--- src/rtl/tweet_buffer_ctrl_if.sv ---
// Host-side signal bundle of the tweetboard UART recorder/player.
// The master drives the controls and serial input; the slave is the recorder.
interface tweet_buffer_ctrl_if #(
  parameter int DEPTH_LOG2 = 8
);
  logic                  enable;
  logic                  clear;
  logic                  play;
  logic                  rx_in;
  logic                  tx_out;
  logic [DEPTH_LOG2:0]   count;
  logic                  full;
  logic                  rx_busy;
  logic                  playing;
  logic                  overflow;
  logic                  frame_err;

  modport master (
    output enable, clear, play, rx_in,
    input  tx_out, count, full, rx_busy, playing, overflow, frame_err
  );

  modport slave (
    input  enable, clear, play, rx_in,
    output tx_out, count, full, rx_busy, playing, overflow, frame_err
  );
endinterface

--- src/rtl/tweet_buffer_ctrl.sv ---
// UART message recorder/player: stores received 8N1 characters, optionally
// echoes them, and replays the whole buffer with a gap between characters.
module tweet_buffer_ctrl #(
  parameter int BAUD_DIV   = 5208,
  parameter int DEPTH_LOG2 = 8,
  parameter int GAP_CYCLES = 52070,
  parameter bit ECHO       = 1'b1
) (
  input  logic               sysclk,
  input  logic               reset,
  tweet_buffer_ctrl_if.slave bus
);

  localparam int DEPTH = 1 << DEPTH_LOG2;
  localparam int CW    = DEPTH_LOG2 + 1;
  localparam int CNT_W = $clog2(BAUD_DIV + 1);
  localparam int GAP_W = $clog2(GAP_CYCLES + 1);
  localparam logic [CNT_W-1:0] BIT_LAST  = CNT_W'(BAUD_DIV - 1);
  localparam logic [CNT_W-1:0] HALF_LAST = CNT_W'(BAUD_DIV / 2 - 1);
  localparam logic [GAP_W-1:0] GAP_LAST  = GAP_W'(GAP_CYCLES - 1);
  localparam logic [CW-1:0]    FULL_CNT  = CW'(DEPTH);

  typedef enum logic [1:0] {R_IDLE, R_START, R_DATA, R_STOP} rx_state_t;
  typedef enum logic [1:0] {P_IDLE, P_SEND, P_GAP} p_state_t;

  function automatic logic [CW-1:0] sat_inc(input logic [CW-1:0] v);
    return (v == FULL_CNT) ? v : v + 1'b1;
  endfunction

  // receiver
  logic             rx_sync_p0, rx_sync_p1, rx_prev;
  logic             rx_fall, rx_tick, rx_done;
  rx_state_t        rx_state;
  logic [CNT_W-1:0] rx_cnt;
  logic [2:0]       rx_bit;
  logic [7:0]       rx_shift;
  logic             rx_busy_q, frame_err_q;

  // buffer
  logic [7:0]       mem [DEPTH];
  logic [CW-1:0]    count_q;
  logic             overflow_q, full, flush, store_ok, store_wr;

  // transmitter and playback
  logic             tx_busy, tx_out_q, tx_tick, tx_done;
  logic [CNT_W-1:0] tx_cnt;
  logic [3:0]       tx_left;
  logic [8:0]       tx_shift;
  logic             echo_load, play_start, gap_load, tx_load;
  logic [7:0]       tx_data, rd_data;
  p_state_t         p_state;
  logic             playing_q, abort_q;
  logic [CW-1:0]    rd_idx;
  logic [GAP_W-1:0] gap_cnt;

  // ---- stage p0/p1: two-flop synchroniser on the asynchronous serial input
  always_ff @(posedge sysclk or posedge reset) begin
    if (reset) begin
      rx_sync_p0 <= 1'b1;
      rx_sync_p1 <= 1'b1;
      rx_prev    <= 1'b1;
    end else begin
      rx_sync_p0 <= bus.rx_in;
      rx_sync_p1 <= rx_sync_p0;
      rx_prev    <= rx_sync_p1;
    end
  end

  assign rx_fall = rx_prev & ~rx_sync_p1;
  assign rx_tick = (rx_cnt == BIT_LAST);
  assign rx_done = (rx_state == R_STOP) && rx_tick && rx_sync_p1;

  // ---- receiver FSM; start bit is re-checked half a bit after the edge
  always_ff @(posedge sysclk or posedge reset) begin
    if (reset) begin
      rx_state    <= R_IDLE;
      rx_cnt      <= '0;
      rx_bit      <= '0;
      rx_busy_q   <= 1'b0;
      frame_err_q <= 1'b0;
    end else begin
      frame_err_q <= 1'b0;
      if (!bus.enable) begin
        rx_state  <= R_IDLE;
        rx_cnt    <= '0;
        rx_busy_q <= 1'b0;
      end else begin
        case (rx_state)
          R_IDLE: begin
            if (rx_fall) begin
              rx_state  <= R_START;
              rx_cnt    <= '0;
              rx_busy_q <= 1'b1;
            end
          end
          R_START: begin
            if (rx_cnt == HALF_LAST) begin
              rx_cnt <= '0;
              rx_bit <= '0;
              if (rx_sync_p1) begin
                rx_state  <= R_IDLE;
                rx_busy_q <= 1'b0;
              end else begin
                rx_state <= R_DATA;
              end
            end else begin
              rx_cnt <= rx_cnt + 1'b1;
            end
          end
          R_DATA: begin
            if (rx_tick) begin
              rx_cnt <= '0;
              rx_bit <= rx_bit + 1'b1;
              if (rx_bit == 3'd7) rx_state <= R_STOP;
            end else begin
              rx_cnt <= rx_cnt + 1'b1;
            end
          end
          R_STOP: begin
            if (rx_tick) begin
              rx_state    <= R_IDLE;
              rx_cnt      <= '0;
              rx_busy_q   <= 1'b0;
              frame_err_q <= ~rx_sync_p1;
            end else begin
              rx_cnt <= rx_cnt + 1'b1;
            end
          end
          default: rx_state <= R_IDLE;
        endcase
      end
    end
  end

  always_ff @(posedge sysclk) begin
    if (bus.enable && rx_state == R_DATA && rx_tick)
      rx_shift <= {rx_sync_p1, rx_shift[7:1]};
  end

  // ---- buffer write side; a byte finishing alongside clear is dropped
  assign full     = (count_q == FULL_CNT);
  assign flush    = bus.clear | ~bus.enable;
  assign store_ok = rx_done & bus.enable & ~bus.clear;
  assign store_wr = store_ok & ~full;

  always_ff @(posedge sysclk or posedge reset) begin
    if (reset) begin
      count_q    <= '0;
      overflow_q <= 1'b0;
    end else if (flush) begin
      count_q    <= '0;
      overflow_q <= 1'b0;
    end else if (store_ok) begin
      if (full) overflow_q <= 1'b1;
      else      count_q    <= sat_inc(count_q);
    end
  end

  always_ff @(posedge sysclk) begin
    if (store_wr) mem[count_q[DEPTH_LOG2-1:0]] <= rx_shift;
  end

  assign rd_data = mem[rd_idx[DEPTH_LOG2-1:0]];

  // ---- transmit load arbitration: echo and play start are mutually
  // exclusive because a completing byte keeps rx_busy high that cycle
  always_comb begin
    echo_load  = ECHO && store_wr && !tx_busy && !playing_q;
    play_start = (p_state == P_IDLE) && bus.play && bus.enable && !bus.clear &&
                 (count_q != '0) && !rx_busy_q && !playing_q && !tx_busy;
    gap_load   = (p_state == P_GAP) && (gap_cnt == GAP_LAST) && !flush &&
                 (rd_idx < count_q);
    tx_load    = echo_load | play_start | gap_load;
    tx_data    = echo_load ? rx_shift : rd_data;
  end

  assign tx_tick = (tx_cnt == BIT_LAST);
  assign tx_done = tx_busy && tx_tick && (tx_left == 4'd0);

  // ---- transmitter: start bit driven on load, then 8 data bits and stop
  always_ff @(posedge sysclk or posedge reset) begin
    if (reset) begin
      tx_busy  <= 1'b0;
      tx_out_q <= 1'b1;
      tx_cnt   <= '0;
      tx_left  <= '0;
    end else if (tx_load) begin
      tx_busy  <= 1'b1;
      tx_out_q <= 1'b0;
      tx_cnt   <= '0;
      tx_left  <= 4'd9;
    end else if (tx_busy) begin
      if (tx_tick) begin
        tx_cnt <= '0;
        if (tx_left == 4'd0) begin
          tx_busy <= 1'b0;
        end else begin
          tx_out_q <= tx_shift[0];
          tx_left  <= tx_left - 1'b1;
        end
      end else begin
        tx_cnt <= tx_cnt + 1'b1;
      end
    end
  end

  always_ff @(posedge sysclk) begin
    if (tx_load)
      tx_shift <= {1'b1, tx_data};
    else if (tx_busy && tx_tick && tx_left != 4'd0)
      tx_shift <= {1'b1, tx_shift[8:1]};
  end

  // ---- playback FSM; a flush lets the current frame finish, then stops
  always_ff @(posedge sysclk or posedge reset) begin
    if (reset) begin
      p_state   <= P_IDLE;
      playing_q <= 1'b0;
      abort_q   <= 1'b0;
      rd_idx    <= '0;
      gap_cnt   <= '0;
    end else begin
      case (p_state)
        P_IDLE: begin
          abort_q <= 1'b0;
          rd_idx  <= '0;
          if (play_start) begin
            p_state   <= P_SEND;
            playing_q <= 1'b1;
            rd_idx    <= CW'(1);
          end
        end
        P_SEND: begin
          if (flush) abort_q <= 1'b1;
          if (tx_done) begin
            if (abort_q || flush || rd_idx >= count_q) begin
              p_state   <= P_IDLE;
              playing_q <= 1'b0;
            end else begin
              p_state <= P_GAP;
              gap_cnt <= '0;
            end
          end
        end
        P_GAP: begin
          if (flush) begin
            p_state   <= P_IDLE;
            playing_q <= 1'b0;
          end else if (gap_cnt == GAP_LAST) begin
            if (gap_load) begin
              p_state <= P_SEND;
              rd_idx  <= rd_idx + 1'b1;
            end else begin
              p_state   <= P_IDLE;
              playing_q <= 1'b0;
            end
          end else begin
            gap_cnt <= gap_cnt + 1'b1;
          end
        end
        default: begin
          p_state   <= P_IDLE;
          playing_q <= 1'b0;
        end
      endcase
    end
  end

  assign bus.tx_out    = tx_out_q;
  assign bus.count     = count_q;
  assign bus.full      = full;
  assign bus.rx_busy   = rx_busy_q;
  assign bus.playing   = playing_q;
  assign bus.overflow  = overflow_q;
  assign bus.frame_err = frame_err_q;

endmodule

--- src/flat_wrapper.sv ---
// flat-port wrapper written by rule: the top's interface ports become plain ports
module tweet_buffer_ctrl_flat 
#(
  parameter int BAUD_DIV   = 5208,
  parameter int DEPTH_LOG2 = 8,
  parameter int GAP_CYCLES = 52070,
  parameter bit ECHO       = 1'b1
)
  (sysclk, reset, bus_enable, bus_clear, bus_play, bus_rx_in, bus_tx_out, bus_count, bus_full, bus_rx_busy, bus_playing, bus_overflow, bus_frame_err);
  tweet_buffer_ctrl_if #(.DEPTH_LOG2(DEPTH_LOG2)) bus_i ();
  input  logic sysclk;
  input  logic reset;
  input wire logic [$bits(bus_i.enable)-1:0] bus_enable;
  input wire logic [$bits(bus_i.clear)-1:0] bus_clear;
  input wire logic [$bits(bus_i.play)-1:0] bus_play;
  input wire logic [$bits(bus_i.rx_in)-1:0] bus_rx_in;
  output wire logic [$bits(bus_i.tx_out)-1:0] bus_tx_out;
  output wire logic [$bits(bus_i.count)-1:0] bus_count;
  output wire logic [$bits(bus_i.full)-1:0] bus_full;
  output wire logic [$bits(bus_i.rx_busy)-1:0] bus_rx_busy;
  output wire logic [$bits(bus_i.playing)-1:0] bus_playing;
  output wire logic [$bits(bus_i.overflow)-1:0] bus_overflow;
  output wire logic [$bits(bus_i.frame_err)-1:0] bus_frame_err;
  assign bus_i.enable = bus_enable;
  assign bus_i.clear = bus_clear;
  assign bus_i.play = bus_play;
  assign bus_i.rx_in = bus_rx_in;
  assign bus_tx_out = bus_i.tx_out;
  assign bus_count = bus_i.count;
  assign bus_full = bus_i.full;
  assign bus_rx_busy = bus_i.rx_busy;
  assign bus_playing = bus_i.playing;
  assign bus_overflow = bus_i.overflow;
  assign bus_frame_err = bus_i.frame_err;
  tweet_buffer_ctrl #(.BAUD_DIV(BAUD_DIV), .DEPTH_LOG2(DEPTH_LOG2), .GAP_CYCLES(GAP_CYCLES), .ECHO(ECHO)) u_core (.sysclk(sysclk), .reset(reset), .bus(bus_i));
endmodule
--- config.mk ---
export PLATFORM = sky130hd
export DESIGN_NAME = tweet_buffer_ctrl_flat
export DESIGN_NICKNAME = d
export VERILOG_FILES = /design/src/rtl/tweet_buffer_ctrl_if.sv /design/src/rtl/tweet_buffer_ctrl.sv /design/src/flat_wrapper.sv
export SDC_FILE = /design/constraint.sdc
export NUM_CORES = 2
export LEC_CHECK = 0
export ABC_AREA = 1
export CAP_MARGIN = 20
export CORE_MARGIN = 5
export CORE_UTILIZATION = 45
export CTS_CLUSTER_SIZE = 8
export DETAILED_ROUTE_END_ITERATION = 16
export SYNTH_ARGS = -nofsm -noshare
export SYNTH_HDL_FRONTEND = slang
export SYNTH_SLANG_ARGS = --single-unit
--- constraint.sdc ---
create_clock -name sysclk -period 7 [get_ports sysclk]
set_clock_uncertainty 0.1 [all_clocks]
set_input_delay 1.4 -clock sysclk [delete_from_list [all_inputs] [get_ports sysclk]]
set_output_delay 1.4 -clock sysclk [all_outputs]
set_load 0.03 [all_outputs]
**Word-level counts from Yosys, hierarchy flattened**

Memory sizes are Yosys's and may differ from the RTL's.
Index checks and enable logic that the tools add are counted.

- Latch bits: 0
- Memories: 1
- Bits of input ports: 6
- Word-level logic and storage cells: 204
- Output and inout port bits: 15
- Memory bits (writable): 2048
- Bits in read-only memories: 0
- Bits in registers: 97

Memory list:

| name | depth | width | rd ports | clocked after memory_dff | wr ports | line | RTL |
|---|---|---|---|---|---|---|---|
| u_core.mem | 256 | 8 | 1 | 0 | 1 | tweet_buffer_ctrl.sv:40 | `logic [7:0] mem [DEPTH];` |

- Add/subtract/negate cells: 7
- Bitwise gates (word level): 11
- Equality and inequality tests: 33
- Order comparisons: 2
- Reduce and logical (&&, ||, !) cells: 52
- Muxes and demuxes: 77
- $mul: 0
- Divide/modulo/power cells: 0
- Shift-type cells: 0

Operator list:

| operator | count |
|---|---|
| 13-bit two-way mux | 7 |
| 16-bit two-way mux | 4 |
| 9-bit two-way mux | 6 |
| 13-bit one-hot mux with 3 select lines | 1 |
| 16-bit one-hot mux with 2 select lines | 1 |
| 1-bit two-way mux | 30 |
| 13-bit by 1-bit adder with 13-bit output, second input constant | 2 |
| 13-bit equality test, second input constant | 2 |
| 2-bit two-way mux | 12 |
| 8-bit two-way mux | 3 |
| 3-bit by 2-bit inequality test with 1-bit output, second input constant | 8 |
| 5-bit AND reduction | 4 |
| 1-bit logical AND | 19 |
| 9-bit by 1-bit adder with 9-bit output, second input constant | 2 |
| 9-bit one-hot mux with 2 select lines | 1 |
| 2-bit nonzero test | 9 |
| 16-bit by 1-bit adder with 16-bit output, second input constant | 1 |
| 16-bit equality test, second input constant | 1 |
| 4-bit two-way mux | 4 |
| 2-bit by 1-bit inequality test with 1-bit output, second input constant | 8 |
| 13-bit by 12-bit equality test with 1-bit output, second input constant | 1 |
| 2-bit inequality test, second input constant | 5 |
| 9-bit equality test, second input constant | 1 |
| 9-bit greater-or-equal comparator | 1 |
| 26 further kinds | 49 |

**Depth between registers and ports, before layout**

- Depth after elaboration: 12
- Mapped depth: 21

**Worst setup path after synthesis**

No wires, ideal clock.

- Path type: register -> register
- Start: register u_core.rx_shift[1]
- End: memory u_core.mem[0][1] (data pin)
- Setup slack: 2822 ps
- Data required time: 6077 ps
- Stages on the path, launching flop included: 1
- Data arrival time: 3255 ps
- Clock period less this slack: 4178 ps
- Path through: edfxtp_1

RTL lines:

| what | line | RTL |
|---|---|---|
| start: declaration | tweet_buffer_ctrl.sv:36 | `logic [7:0] rx_shift;` |
| start signal: assignment | tweet_buffer_ctrl.sv:137 | `rx_shift <= {rx_sync_p1, rx_shift[7:1]};` |
| end: declaration | tweet_buffer_ctrl.sv:40 |  |

No word-level cell before the write port.

**Final worst setup path**

- Start: register u_core.count_q[6], in the netlist u_core.bus.count[6]
- End: output bus_full

- Cells in the longest elaborated chain, start to end: 1

Ends and longest elaborated chain:

| what | line | RTL |
|---|---|---|
| start: declaration | tweet_buffer_ctrl.sv:41 | `logic [CW-1:0] count_q;` |
| start signal: assignment | tweet_buffer_ctrl.sv:155 | `else count_q <= sat_inc(count_q);` |
| 9-bit equality test | tweet_buffer_ctrl.sv:141 | `assign full = (count_q == FULL_CNT);` |
| end: declaration | flat_wrapper.sv:19 | `output wire logic [$bits(bus_i.full)-1:0] bus_full;` |

No other way between the ends.

==> summary.md <==
| Metric | Value |
|---|---|
| Routed Wire Length | about 260 mm |
| Clk buf depth | 4 |
| Register-to-Register Path Depth | 12 |
| Setup violators final | 0 |
| Share of the synthesized area in the top cell type | 0.693 |
| Cell area after placement | 91600 um2 |
| Antenna-violating nets left | 0 |
| Clock sink total | approximately 2100 |
| Worst hold-check path type | flip-flop to flip-flop |
| Sequential area share after synthesis | 0.715 |
| # hold bufs at CTS | 0 |
| Num CTS Buffers | around 320 |
| Die ar. | about 210000 um2 |
| Initial DRC Count | approximately 7400 |
| CTS root buf | clkbuf_16 |
| Placer Congestion | 0.892 |
| First-pass GRT wire length | between 300 and 400 mm |
| Highest-delay cell along the critical path | clkdlybuf4s50_1 |
| Setup tns final | 0 ns |
| CP cell instances | nor2_4, nand2_2, nor2_2, nand2_2, inv_2, clkdlybuf4s50_1 |
| Final setup slack of the worst path | roughly 2.2 ns |
| Most frequent cells in the layout | 2064 x edfxtp_1, 1912 x nand2_1, 1232 x nor2_1 |
| Maximum VDD drop | ~0.21 mV |
| CTS tree | yes |
| Layout cells sized above 1 | 0.0610 |
| Final core occ | 0.506 |
| Multiplexer share of the synthesized area | 0 |
| Outcome | complete, no violations |
| # port buffers | 20 |
| Initial antenna violation count | 8 |
| Io pins | 21 |
| Clock Latency Late Sink | 0.93 ns |
| Setup bufs post-CTS | 0 |
| Adder-Cell Fraction of Synth Area | 0.00364 |
| Final non-filler cell total | 10590 |
| Simple-gate share of the synthesized area | 0.185 |
| CP Depth | 6 |
| Max frequency | 0.207 GHz |
| Largest stage delay, worst path | between 0.6 and 0.7 ns |
| Final hold vios | 0 |
| CP top delay family | simple AND/OR/NAND/NOR gates |
| Place WS | between 1.5 and 2 ns |
| Critical path arrival | between 3 and 4 ns |
| Area grow syn2layout | 11.8% |
| # DRC | 0 |
| CP Launch Type | flip-flop |
| CP Max Fanout | 17 |
| Die width | between 400 and 500 um |
| Post-DP HPWL | ~140 mm |
| Required time of the critical path | ~5.5 ns |
| Vias per cell | about 5.7 |
| Reg-to-Reg Start | u_core.rd_idx[2]$_DFFE_PP0P_ |
| DR pass1 iterations | 9 |
| Netlist cell types | 48 |
| R2r setup slk | between 2 and 3 ns |
| Critical Path Source | u_core.bus.count[6]$_DFFE_PP0P_ |
| Post-cts resize count | 0 |
| WP buf/inv | 2 |
| Leakage power | 35.7 nW |
| Reg2reg end | u_core.gap_cnt[7]$_DFFE_PP0P_ |
| Synth Area in Compound Gates | 0.0552 |
| Average size of a mapped cell | approximately 11 um2 |
| Power per cell area | 274 nW/um2 |
| Post-synthesis xor/xnor area fraction | 0.00303 |
| Vias in the first global route | between 50000 and 60000 |
| #FFs+latches synth | around 2100 |
| Syn Std Cell Area | slightly below 90000 um2 |
| Final-stage net count | between 7000 and 8000 |
| Grt total ovfl | 0 |
| Commonest non-fill, non-tap cell in the layout | edfxtp_1 |
| Largest family of logic cells by synthesized area | simple AND/OR/NAND/NOR gates |
| Routed wire length per instance | ~25 um |
| Total GRT Usage | 0.242 |
| Htree depth | 5 |
| Syn Inst Count | approximately 7900 |
| Post-Syn Nets | approximately 8000 |
| Largest cells by area after synthesis | edfxtp_1 69%, nand2_1 8.1%, nor2_1 5.2%, nand3_1 4.2%, o21ai_0 2.9% |
| Yosys warning count | 0 |
| CP Class | flip-flop to output port |
| Slew headroom | 0.198 |
| Critical path endpoint category | output port |
| Largest net degree at the start of global routing | between 200 and 250 |
| Yosys top cell by area | edfxtp_1 |
| Register clock-pin slew on the reported worst setup and hold paths | 0.05 ns |
| Crit path time final | between 4 and 5 ns |
| Initial Util | 0.453 |
| Row cnt | roughly 160 |
| Slew @ Worst Pin | 1.20 ns |
| Crit path to | bus_full |
| Placed Cells | 10200 |
| Max-slew violations | 0 |
| Core Box Area | roughly 200000 um2 |
| MaxCap Viol Count | 0 |
| Via Count | 60635 |
| Critical path's most frequent cell | nand2_2 |
| Cell area after layout | 100000 um2 |
| RSZ-0062 raised after global routing | false |
| Die H | roughly 460 um |
| Fin crit share | 0.690 |
## how the worst min path moves through the flow
| stage | start | to | cells after the start |
|---|---|---|---|
| after floorplan | u_core.rx_sync_p0$_DFF_PP1_ | u_core.rx_sync_p1$_DFF_PP1_ | 0 |
| after global placement | u_core.rx_sync_p0$_DFF_PP1_ | u_core.rx_sync_p1$_DFF_PP1_ | 0 |
| after CTS | u_core.rx_sync_p0$_DFF_PP1_ | u_core.rx_sync_p1$_DFF_PP1_ | 0 |
| final | u_core.rx_sync_p0$_DFF_PP1_ | u_core.rx_sync_p1$_DFF_PP1_ | 0 |
| after detailed placement | u_core.rx_sync_p0$_DFF_PP1_ | u_core.rx_sync_p1$_DFF_PP1_ | 0 |
| after global routing | u_core.rx_sync_p0$_DFF_PP1_ | u_core.rx_sync_p1$_DFF_PP1_ | 0 |
## power breakdown
part	switching, W	internal [W]	total, W
clock	0.00512	0.00826	0.0134
sequential	0.0000147	0.0139	0.0139
combinational	0.000107	0.0000497	0.000156
## stage by stage
step | total power [W] | hold slack (ns)
4_1_cts | 0.0276 | 0.275
2_1_floorplan | 0.0143 | 0.245
6_report | 0.0275 | 0.287
3_3_place_gp | 0.0143 | 0.266
5_1_grt | 0.0282 | 0.279
3_5_place_dp | 0.0143 | 0.269
## final cells by class
cell class / instances / area (um2)
timing repair buffer: 107 / 1100
fill: 17091 / 97600
clock inverter: 5 / 46.3
clock buffer: 380 / 8400
sequential: 2145 / 64000
inverter: 270 / 1050
multi-input combinational: 5039 / 22100
tap: 2640 / 3300
antenna: 4 / 10.0
## cells in the mapped netlist, drive strengths merged
library cell and count:
o31a 1, nor3 63, inv 267, a21oi 229, nor4 8, o211ai 70, o21a 1, a31oi 5
nand3b 4, dfrtp 77, nor2 1244, and2 1, dfstp 4, or2 7, o21ai 551, a211oi 8
nand2 1934, nand4 43, clkbuf 141, edfxtp 2064, nand3 747, xor2 26, a21boi 2, or3 1
a21o 1, nor3b 1, and3 2, o22ai 59, ha 26, clkinv 3, xnor2 5, buf 336
## layer usage
metal	track usage	vias up	part of all wire
met5	0	-	0.000050
met1	0.336	29664	0.41
met4	0.0969	2	0.041
li1	-	27297	-
met3	0.0523	562	0.094
met2	0.375	3110	0.45
## flip-flops by register name, summed over array words and instances, names as in the netlist, 2 cells and up
signal,count
u_core.gap_cnt,16
u_core.rx_state,2
u_core.tx_shift,8
u_core.tx_left,4
u_core.rx_cnt,13
u_core.rx_shift,8
u_core.mem,2048
u_core.p_state,2
u_core.rd_idx,9
u_core.bus.count,9
u_core.rx_bit,3
u_core.tx_cnt,13
## worst reg2reg max path, delay by kind of cell, from the launching register on
family          cells  cell delay, ns
fa+ha+maj           1            0.39
buf+inv             1            0.74
compound gates      4            0.91
simple gates        6            1.22
flops               1            0.99
## cells by family (layout without fill, tap and decap cells)
kind of cell    Yosys count  count (layout)
simple gates           4055            4055
flops                  2145            2145
compound gates          927             927
buf+inv                 747             762
xor+xnor                 31              31
fa+ha+maj                26              26
other cells               0               4
No activity file was read; power rests on OpenSTA's default activity.
